<file path="src/rtl/count_sched_pkg.sv">
// count_sched_pkg: shared types and helpers for the round-robin count scheduler.
//   state_e : scheduler FSM states (idle, counting, one-cycle completion)
//   DefCw   : default counter width, matching the 4-bit counter datapath
//   id_w()  : width of a requester id for a given requester count
package count_sched_pkg;

  typedef enum logic [1:0] {
    StIdle,
    StCount,
    StDone
  } state_e;

  localparam int unsigned DefCw = 4;

  // Never returns 0 so an id always has at least one bit.
  function automatic int unsigned id_w(input int unsigned n);
    return (n > 1) ? $clog2(n) : 1;
  endfunction

endpackage

</file>
<file path="src/rtl/count_sched_if.sv">
// count_sched_if: request/grant/counter bundle between requesters and count_sched.
//   req     : per-requester run request (level)
//   len     : packed terminal values, slice i = len[i*CW +: CW]
//   x       : count enable
//   gnt     : one-hot grant
//   busy    : run owned
//   cnt     : shared counter value
//   done    : one-cycle end-of-run pulse
//   done_id : id of finished owner
//   abort   : one-cycle abort pulse (only when CNT_ABORT_EN is defined)
// Modports: slave = scheduler side, master = requester side.
interface count_sched_if #(
  parameter int unsigned NREQ = 4,
  parameter int unsigned CW   = 4
) ();

  localparam int unsigned IdW = count_sched_pkg::id_w(NREQ);

  logic [NREQ-1:0]    req;
  logic [NREQ*CW-1:0] len;
  logic               x;
  logic [NREQ-1:0]    gnt;
  logic               busy;
  logic [CW-1:0]      cnt;
  logic               done;
  logic [IdW-1:0]     done_id;
`ifdef CNT_ABORT_EN
  logic               abort;
`endif

  modport slave (
    input  req, len, x,
`ifdef CNT_ABORT_EN
    output abort,
`endif
    output gnt, busy, cnt, done, done_id
  );

  modport master (
    output req, len, x,
`ifdef CNT_ABORT_EN
    input  abort,
`endif
    input  gnt, busy, cnt, done, done_id
  );

endinterface

</file>
<file path="src/rtl/count_sched_rr_pick.sv">
// rr_pick: combinational round-robin search.
//   req : request vector
//   ptr : search start position
//   any : at least one request set
//   id  : first set request at or above ptr, wrapping at NREQ
module rr_pick
  import count_sched_pkg::*;
#(
  parameter int unsigned  NREQ = 4,
  localparam int unsigned IdW  = id_w(NREQ)
) (
  input  logic [NREQ-1:0] req,
  input  logic [IdW-1:0]  ptr,
  output logic            any,
  output logic [IdW-1:0]  id
);

  int unsigned idx;

  always_comb begin
    any = 1'b0;
    id  = '0;
    idx = 0;
    for (int k = 0; k < int'(NREQ); k++) begin
      idx = (int'(ptr) + k) % NREQ;
      if (!any && req[idx]) begin
        any = 1'b1;
        id  = IdW'(idx);
      end
    end
  end

endmodule

</file>
<file path="src/rtl/count_sched.sv">
// count_sched: round-robin scheduler sharing one up-counter between NREQ requesters.
// Grants one requester at a time, counts under enable x up to the owner's latched
// terminal value, pulses done with the owner id, then re-arbitrates.
// Ports:
//   clk   : clock, rising edge
//   reset : synchronous active-high reset
//   bus   : count_sched_if slave (req/len/x in; gnt/busy/cnt/done/done_id out)
// Build option CNT_ABORT_EN: owner dropping req mid-run aborts the run (abort pulse).
// All outputs come straight from registers.
module count_sched
  import count_sched_pkg::*;
#(
  parameter int unsigned NREQ = 4,
  parameter int unsigned CW   = DefCw
) (
  input logic           clk,
  input logic           reset,
  count_sched_if.slave  bus
);

  localparam int unsigned IdW = id_w(NREQ);

  state_e          state_q, state_d;
  logic [IdW-1:0]  ptr_q, ptr_d;
  logic [IdW-1:0]  owner_q, owner_d;
  logic [CW-1:0]   tgt_q, tgt_d;
  logic [CW-1:0]   cnt_q, cnt_d;
  logic [NREQ-1:0] gnt_q, gnt_d;
  logic            busy_q, busy_d;
  logic            done_q, done_d;
  logic [IdW-1:0]  done_id_q, done_id_d;
  logic            abort_q, abort_d;

  logic            pick_any;
  logic [IdW-1:0]  pick_id;
  logic [IdW-1:0]  ptr_next;

  rr_pick #(
    .NREQ (NREQ)
  ) u_rr_pick (
    .req (bus.req),
    .ptr (ptr_q),
    .any (pick_any),
    .id  (pick_id)
  );

  assign ptr_next = (owner_q == IdW'(NREQ - 1)) ? '0 : owner_q + IdW'(1);

  always_comb begin
    state_d   = state_q;
    ptr_d     = ptr_q;
    owner_d   = owner_q;
    tgt_d     = tgt_q;
    cnt_d     = cnt_q;
    gnt_d     = gnt_q;
    busy_d    = busy_q;
    done_d    = 1'b0;
    done_id_d = done_id_q;
    abort_d   = 1'b0;
    unique case (state_q)
      StIdle: begin
        if (pick_any) begin
          state_d = StCount;
          owner_d = pick_id;
          tgt_d   = bus.len[int'(pick_id) * CW +: CW];
          cnt_d   = '0;
          gnt_d   = {{(NREQ - 1){1'b0}}, 1'b1} << pick_id;
          busy_d  = 1'b1;
        end
      end
      StCount: begin
        // Terminal compare wins over enable, so cnt never passes tgt.
        if (cnt_q == tgt_q) begin
          state_d   = StDone;
          gnt_d     = '0;
          busy_d    = 1'b0;
          done_d    = 1'b1;
          done_id_d = owner_q;
        end
`ifdef CNT_ABORT_EN
        else if (!bus.req[owner_q]) begin
          state_d = StIdle;
          gnt_d   = '0;
          busy_d  = 1'b0;
          abort_d = 1'b1;
          ptr_d   = ptr_next;
        end
`endif
        else if (bus.x) begin
          cnt_d = cnt_q + CW'(1);
        end
      end
      StDone: begin
        state_d = StIdle;
        ptr_d   = ptr_next;
      end
      default: state_d = StIdle;
    endcase
  end

  always_ff @(posedge clk) begin
    if (reset) begin
      state_q   <= StIdle;
      ptr_q     <= '0;
      owner_q   <= '0;
      tgt_q     <= '0;
      cnt_q     <= '0;
      gnt_q     <= '0;
      busy_q    <= 1'b0;
      done_q    <= 1'b0;
      done_id_q <= '0;
      abort_q   <= 1'b0;
    end else begin
      state_q   <= state_d;
      ptr_q     <= ptr_d;
      owner_q   <= owner_d;
      tgt_q     <= tgt_d;
      cnt_q     <= cnt_d;
      gnt_q     <= gnt_d;
      busy_q    <= busy_d;
      done_q    <= done_d;
      done_id_q <= done_id_d;
      abort_q   <= abort_d;
    end
  end

  assign bus.gnt     = gnt_q;
  assign bus.busy    = busy_q;
  assign bus.cnt     = cnt_q;
  assign bus.done    = done_q;
  assign bus.done_id = done_id_q;
`ifdef CNT_ABORT_EN
  assign bus.abort   = abort_q;
`else
  logic unused_abort;
  assign unused_abort = abort_q;
`endif

endmodule
</file>
<file path="src/flat_wrapper.sv">
// flat-port wrapper written by rule: the top's interface ports become plain ports
module count_sched_flat import count_sched_pkg::*;
#(
  parameter int unsigned NREQ = 4,
  parameter int unsigned CW   = DefCw
)
  (clk, reset, bus_req, bus_len, bus_x, bus_gnt, bus_busy, bus_cnt, bus_done, bus_done_id);
  count_sched_if #(.NREQ(NREQ), .CW(CW)) bus_i ();
  input logic clk;
  input logic reset;
  input wire logic [$bits(bus_i.req)-1:0] bus_req;
  input wire logic [$bits(bus_i.len)-1:0] bus_len;
  input wire logic [$bits(bus_i.x)-1:0] bus_x;
  output wire logic [$bits(bus_i.gnt)-1:0] bus_gnt;
  output wire logic [$bits(bus_i.busy)-1:0] bus_busy;
  output wire logic [$bits(bus_i.cnt)-1:0] bus_cnt;
  output wire logic [$bits(bus_i.done)-1:0] bus_done;
  output wire logic [$bits(bus_i.done_id)-1:0] bus_done_id;
  assign bus_i.req = bus_req;
  assign bus_i.len = bus_len;
  assign bus_i.x = bus_x;
  assign bus_gnt = bus_i.gnt;
  assign bus_busy = bus_i.busy;
  assign bus_cnt = bus_i.cnt;
  assign bus_done = bus_i.done;
  assign bus_done_id = bus_i.done_id;
  count_sched #(.NREQ(NREQ), .CW(CW)) u_core (.clk(clk), .reset(reset), .bus(bus_i));
endmodule
</file>
<file path="config.mk">
export PLATFORM = sky130hd
export DESIGN_NAME = count_sched_flat
export DESIGN_NICKNAME = d
export VERILOG_FILES = /design/src/rtl/count_sched_pkg.sv /design/src/rtl/count_sched_if.sv /design/src/rtl/count_sched_rr_pick.sv /design/src/rtl/count_sched.sv /design/src/flat_wrapper.sv
export SDC_FILE = /design/constraint.sdc
export NUM_CORES = 1
export LEC_CHECK = 0
export ABC_AREA = 1
export BUFFER_PORTS_ARGS = -buffer_cell sky130_fd_sc_hd__buf_4
export CAP_MARGIN = 20
export CORE_MARGIN = 5
export CORE_UTILIZATION = 44
export CTS_CLUSTER_SIZE = 40
export DETAILED_ROUTE_END_ITERATION = 8
export GPL_ROUTABILITY_DRIVEN = 0
export PLACE_DENSITY = 0.74
export SKIP_LAST_GASP = 1
export SLEW_MARGIN = 0
export SYNTH_ARGS = -nofsm -noshare
export SYNTH_HDL_FRONTEND = slang
export SYNTH_SLANG_ARGS = --single-unit
</file>
<file path="constraint.sdc">
create_clock -name clk -period 2.3 [get_ports clk]
set_input_delay 0.115 -clock clk [delete_from_list [all_inputs] [get_ports clk]]
set_output_delay 0.115 -clock clk [all_outputs]
set_load 0.01 [all_outputs]
</file>
==> flow_metrics.env <==
export IMPL_cpMaxStageDelayCell="dfxtp_1"
export IMPL_htreeDepth=1
export IMPL_crit_arrival_ns=2.20
export IMPL_initial_utilization=0.457
export IMPL_cp_cell_sequence="inv_2 > nand2_1 > nand3_2 > nand2_2 > nor2_1 > nor2_1 > nand2_2 > nand2_4 > clkinv_1 > nand3_1 > nand3_1 > nor2_1 > nor2_1"
export IMPL_clockPowerShare=0.116
export IMPL_placed_cells=281
export IMPL_fillers=288
export IMPL_wl_met3_um=147
export IMPL_cts_root_buf="clkbuf_4"
export IMPL_netlist_area_leader_share=0.318
export IMPL_synth_nets=231
export IMPL_r2r_end="u_core.tgt_q[3]$_SDFFE_PP0P_"
export IMPL_power_density_mw_per_mm2=1080
export IMPL_die_h_um=66.1
export IMPL_max_freq_mhz=504
export IMPL_layout_area_seq_um2=440
export IMPL_synth_warnings=0
export IMPL_internal_power_mw=0.970
export IMPL_io_buffers=34
export IMPL_dr_first_iter_drc_count=89
export IMPL_syn_to_final_growth_pct=23.1
export IMPL_grt_pass1_wl_mm=5.36
export IMPL_period_needed_ns=1.99
export IMPL_cp_max_fo=13
export IMPL_vias_per_cell=4.78
export IMPL_rows=20
export IMPL_combPwrFrac=0.572
export IMPL_vdd_drop_max_mv=0.403
export IMPL_worst_hold_startpoint="reset"
export IMPL_critPathMaxStageDelay_ns=0.54
export IMPL_rr_startpoint="u_core.ptr_q[0]$_SDFFE_PP0N_"
export IMPL_ios=35
export IMPL_status="finished clean"
export IMPL_coreArea_mm2=0.00303
export IMPL_grt_pass1_vias=1268
export IMPL_finalHoldViolCount=0
export IMPL_hold_class="primary input to register"
export IMPL_post_drt_wl_per_cell_um=10.7
export IMPL_vias=1362
export IMPL_multi_input_area_um2=835
export IMPL_ys_seq_area_frac=0.318
export IMPL_synth_area_leaders="dfxtp_1 (32%), nand2_1 (15%), nand3_1 (11%)"
export IMPL_cts_buffers=3
export IMPL_final_max_slew_viol_count=0
export IMPL_clk_path_buf_depth=2
export IMPL_end_kind="register"
export IMPL_syn_inst=206
export IMPL_whs_endpoint="u_core.bus.done_id[0]$_SDFFE_PP0P_"
export IMPL_synth_largest_area_cell="dfxtp_1"
export IMPL_dpl_hpwl_mm=2.45
export IMPL_final_util=0.563
export IMPL_ant_nets=0
export IMPL_post_route_cell_area_mm2=0.00170
export IMPL_path_class="register to register"
export IMPL_cp_required_ns=2.51
export IMPL_p_leak_nw=0.852
export IMPL_crit_top_cell="nor2_1"
export IMPL_clk_latency_ns=0.31
export IMPL_rsz0062_at_grt="no"
export IMPL_groute_usage_overall=0.152
export IMPL_yosysUniqueCellTypes=26
export IMPL_fin_crit_sh=0.863
export IMPL_drc_errors=0
export IMPL_route_met2_wl_mm=1.37
export IMPL_setup_viol=0
export IMPL_mostFrequentLayoutCell="nand2_1"
export IMPL_wirelength_mm=3.04
export IMPL_r2r_slack_ns=0.31
export IMPL_ys_seq_elements=22
export IMPL_swShare=0.473
export IMPL_postCtsSetupBuffers=0
export IMPL_dieArea_mm2=0.00437
export IMPL_netlist_area_mm2=0.00138
export IMPL_cts_resized=0
export IMPL_path_clk_slew_ns=0.12
export IMPL_final_nets=267
export IMPL_met1Wirelength_mm=1.52
export IMPL_instances_no_fill=285
export IMPL_final_cell_mix="nand2_1 (57), buf_4 (34), nand3_1 (31)"
export IMPL_skew_ns=0.00422
export IMPL_ff2ff_path_depth=13
export IMPL_worst_slew_pin_slew_ns=0.351
export IMPL_grt_max_degree=14
export IMPL_power_switching_mw=0.872
export IMPL_placed_area_mm2=0.00167
export IMPL_gr_total_overflow=0
export IMPL_drive_gt1_frac=0.282
export IMPL_max_slew_margin_rel=0.765
export IMPL_whs_path_depth=2
export IMPL_hold_buffers=0
export IMPL_diodes=0
export IMPL_finalPower_mw=1.84
export IMPL_fin_setup_tns_ns=0
export IMPL_clock_sinks=22
export IMPL_highest_layer="met4"
export IMPL_syn_mean_instance_area_um2=6.72
export IMPL_firstDrtPassIters=4
export IMPL_pwr_share_seq=0.312
export IMPL_die_w_um=66.1
export IMPL_cts_tree="yes"
export IMPL_cap_violations=0
export IMPL_antenna_found_initial=0
export IMPL_start_kind="register"
how the worst max path moves through the flow:
stage	startpoint	end	depth (start not counted)
after detailed placement	u_core.ptr_q[0]$_SDFFE_PP0N_	u_core.tgt_q[3]$_SDFFE_PP0P_	13
after CTS	u_core.ptr_q[0]$_SDFFE_PP0N_	u_core.tgt_q[2]$_SDFFE_PP0P_	13
after floorplan	u_core.ptr_q[0]$_SDFFE_PP0N_	u_core.bus.cnt[2]$_SDFFE_PP0P_	11
after global routing	u_core.ptr_q[0]$_SDFFE_PP0N_	u_core.tgt_q[2]$_SDFFE_PP0P_	13
after global placement	u_core.ptr_q[0]$_SDFFE_PP0N_	u_core.tgt_q[3]$_SDFFE_PP0P_	13
final	u_core.ptr_q[0]$_SDFFE_PP0N_	u_core.tgt_q[3]$_SDFFE_PP0P_	13
area by class of cell:
cell class | instances | share of cell area
Inverter | 20 | 0.0485
Tap cell | 44 | 0.0323
Timing Repair Buffer | 34 | 0.150
Multi-Input combinational cell | 161 | 0.490
Sequential cell | 22 | 0.258
Clock buffer | 4 | 0.0213
metrics by stage:
stage	worst slack [ns]	hold WS, ns
floorplan	0.727	0.323
global placement	0.339	0.372
detailed placement	0.325	0.372
CTS	0.303	0.0337
global route	0.0165	0.0273
finish	0.314	0.0435
sequential cells by signal, indices dropped and copies added (netlist names):
| register | flops |
|---|---|
| u_core.bus.done | 1 |
| u_core.ptr_q | 2 |
| u_core.bus.done_id | 2 |
| u_core.tgt_q | 4 |
| u_core.state_q | 2 |
| u_core.owner_q | 2 |
| u_core.bus.gnt | 4 |
| u_core.bus.busy | 1 |
| u_core.bus.cnt | 4 |
power groups by stage:
stage          clock (mW)  combinational, mW  sequential, mW
4_1_cts             0.219               1.06           0.574
6_report            0.213               1.05           0.575
5_1_grt             0.237               1.21           0.594
3_3_place_gp            0               1.05           0.581
3_5_place_dp            0               1.06           0.583
2_1_floorplan           0              0.817           0.583
synthesized netlist by cell type:
| cell type | number |
|---|---|
| o21ai_1 | 4 |
| clkbuf_1 | 1 |
| nand2_4 | 5 |
| nor2_4 | 1 |
| clkinv_1 | 1 |
| nand2_8 | 1 |
| and2_1 | 1 |
| nand3_1 | 31 |
| o21ai_0 | 6 |
| nand2_2 | 10 |
| or2_4 | 1 |
| inv_1 | 13 |
| buf_6 | 2 |
| a21boi_0 | 1 |
| nor2_1 | 18 |
| clkinv_4 | 1 |
| a21oi_1 | 12 |
| dfxtp_1 | 22 |
| nand4_1 | 1 |
| xor2_1 | 4 |
| ha_1 | 2 |
| nor2_2 | 3 |
| inv_2 | 4 |
| inv_4 | 1 |
| nand3_2 | 3 |
| nand2_1 | 57 |
worst max-delay path, delay by kind of cell, from the launching register on:
kind | cells | cell delay (ns)
simple gates | 11 | 1.06
flops | 1 | 0.54
buf+inv | 2 | 0.29
routing by layer:
layer  global-route usage  vias up
met3               0.0221        2
li1                     -      732
met4               0.0508        0
met1                0.218      589
met2                0.232       39
met5                    0        -
cells by family (layout without fill, tap and decap cells):
family	after synthesis	in the layout	synth area share
AND/OR/NAND/NOR	132	132	0.475
AO/OA/AOI/OAI	23	23	0.0850
buffers and inverters	23	58	0.0787
flip-flops	22	22	0.318
XOR/XNOR	4	4	0.0253
adder cells (fa/ha/maj)	2	2	0.0181
Power figures use the tool's default switching activity.
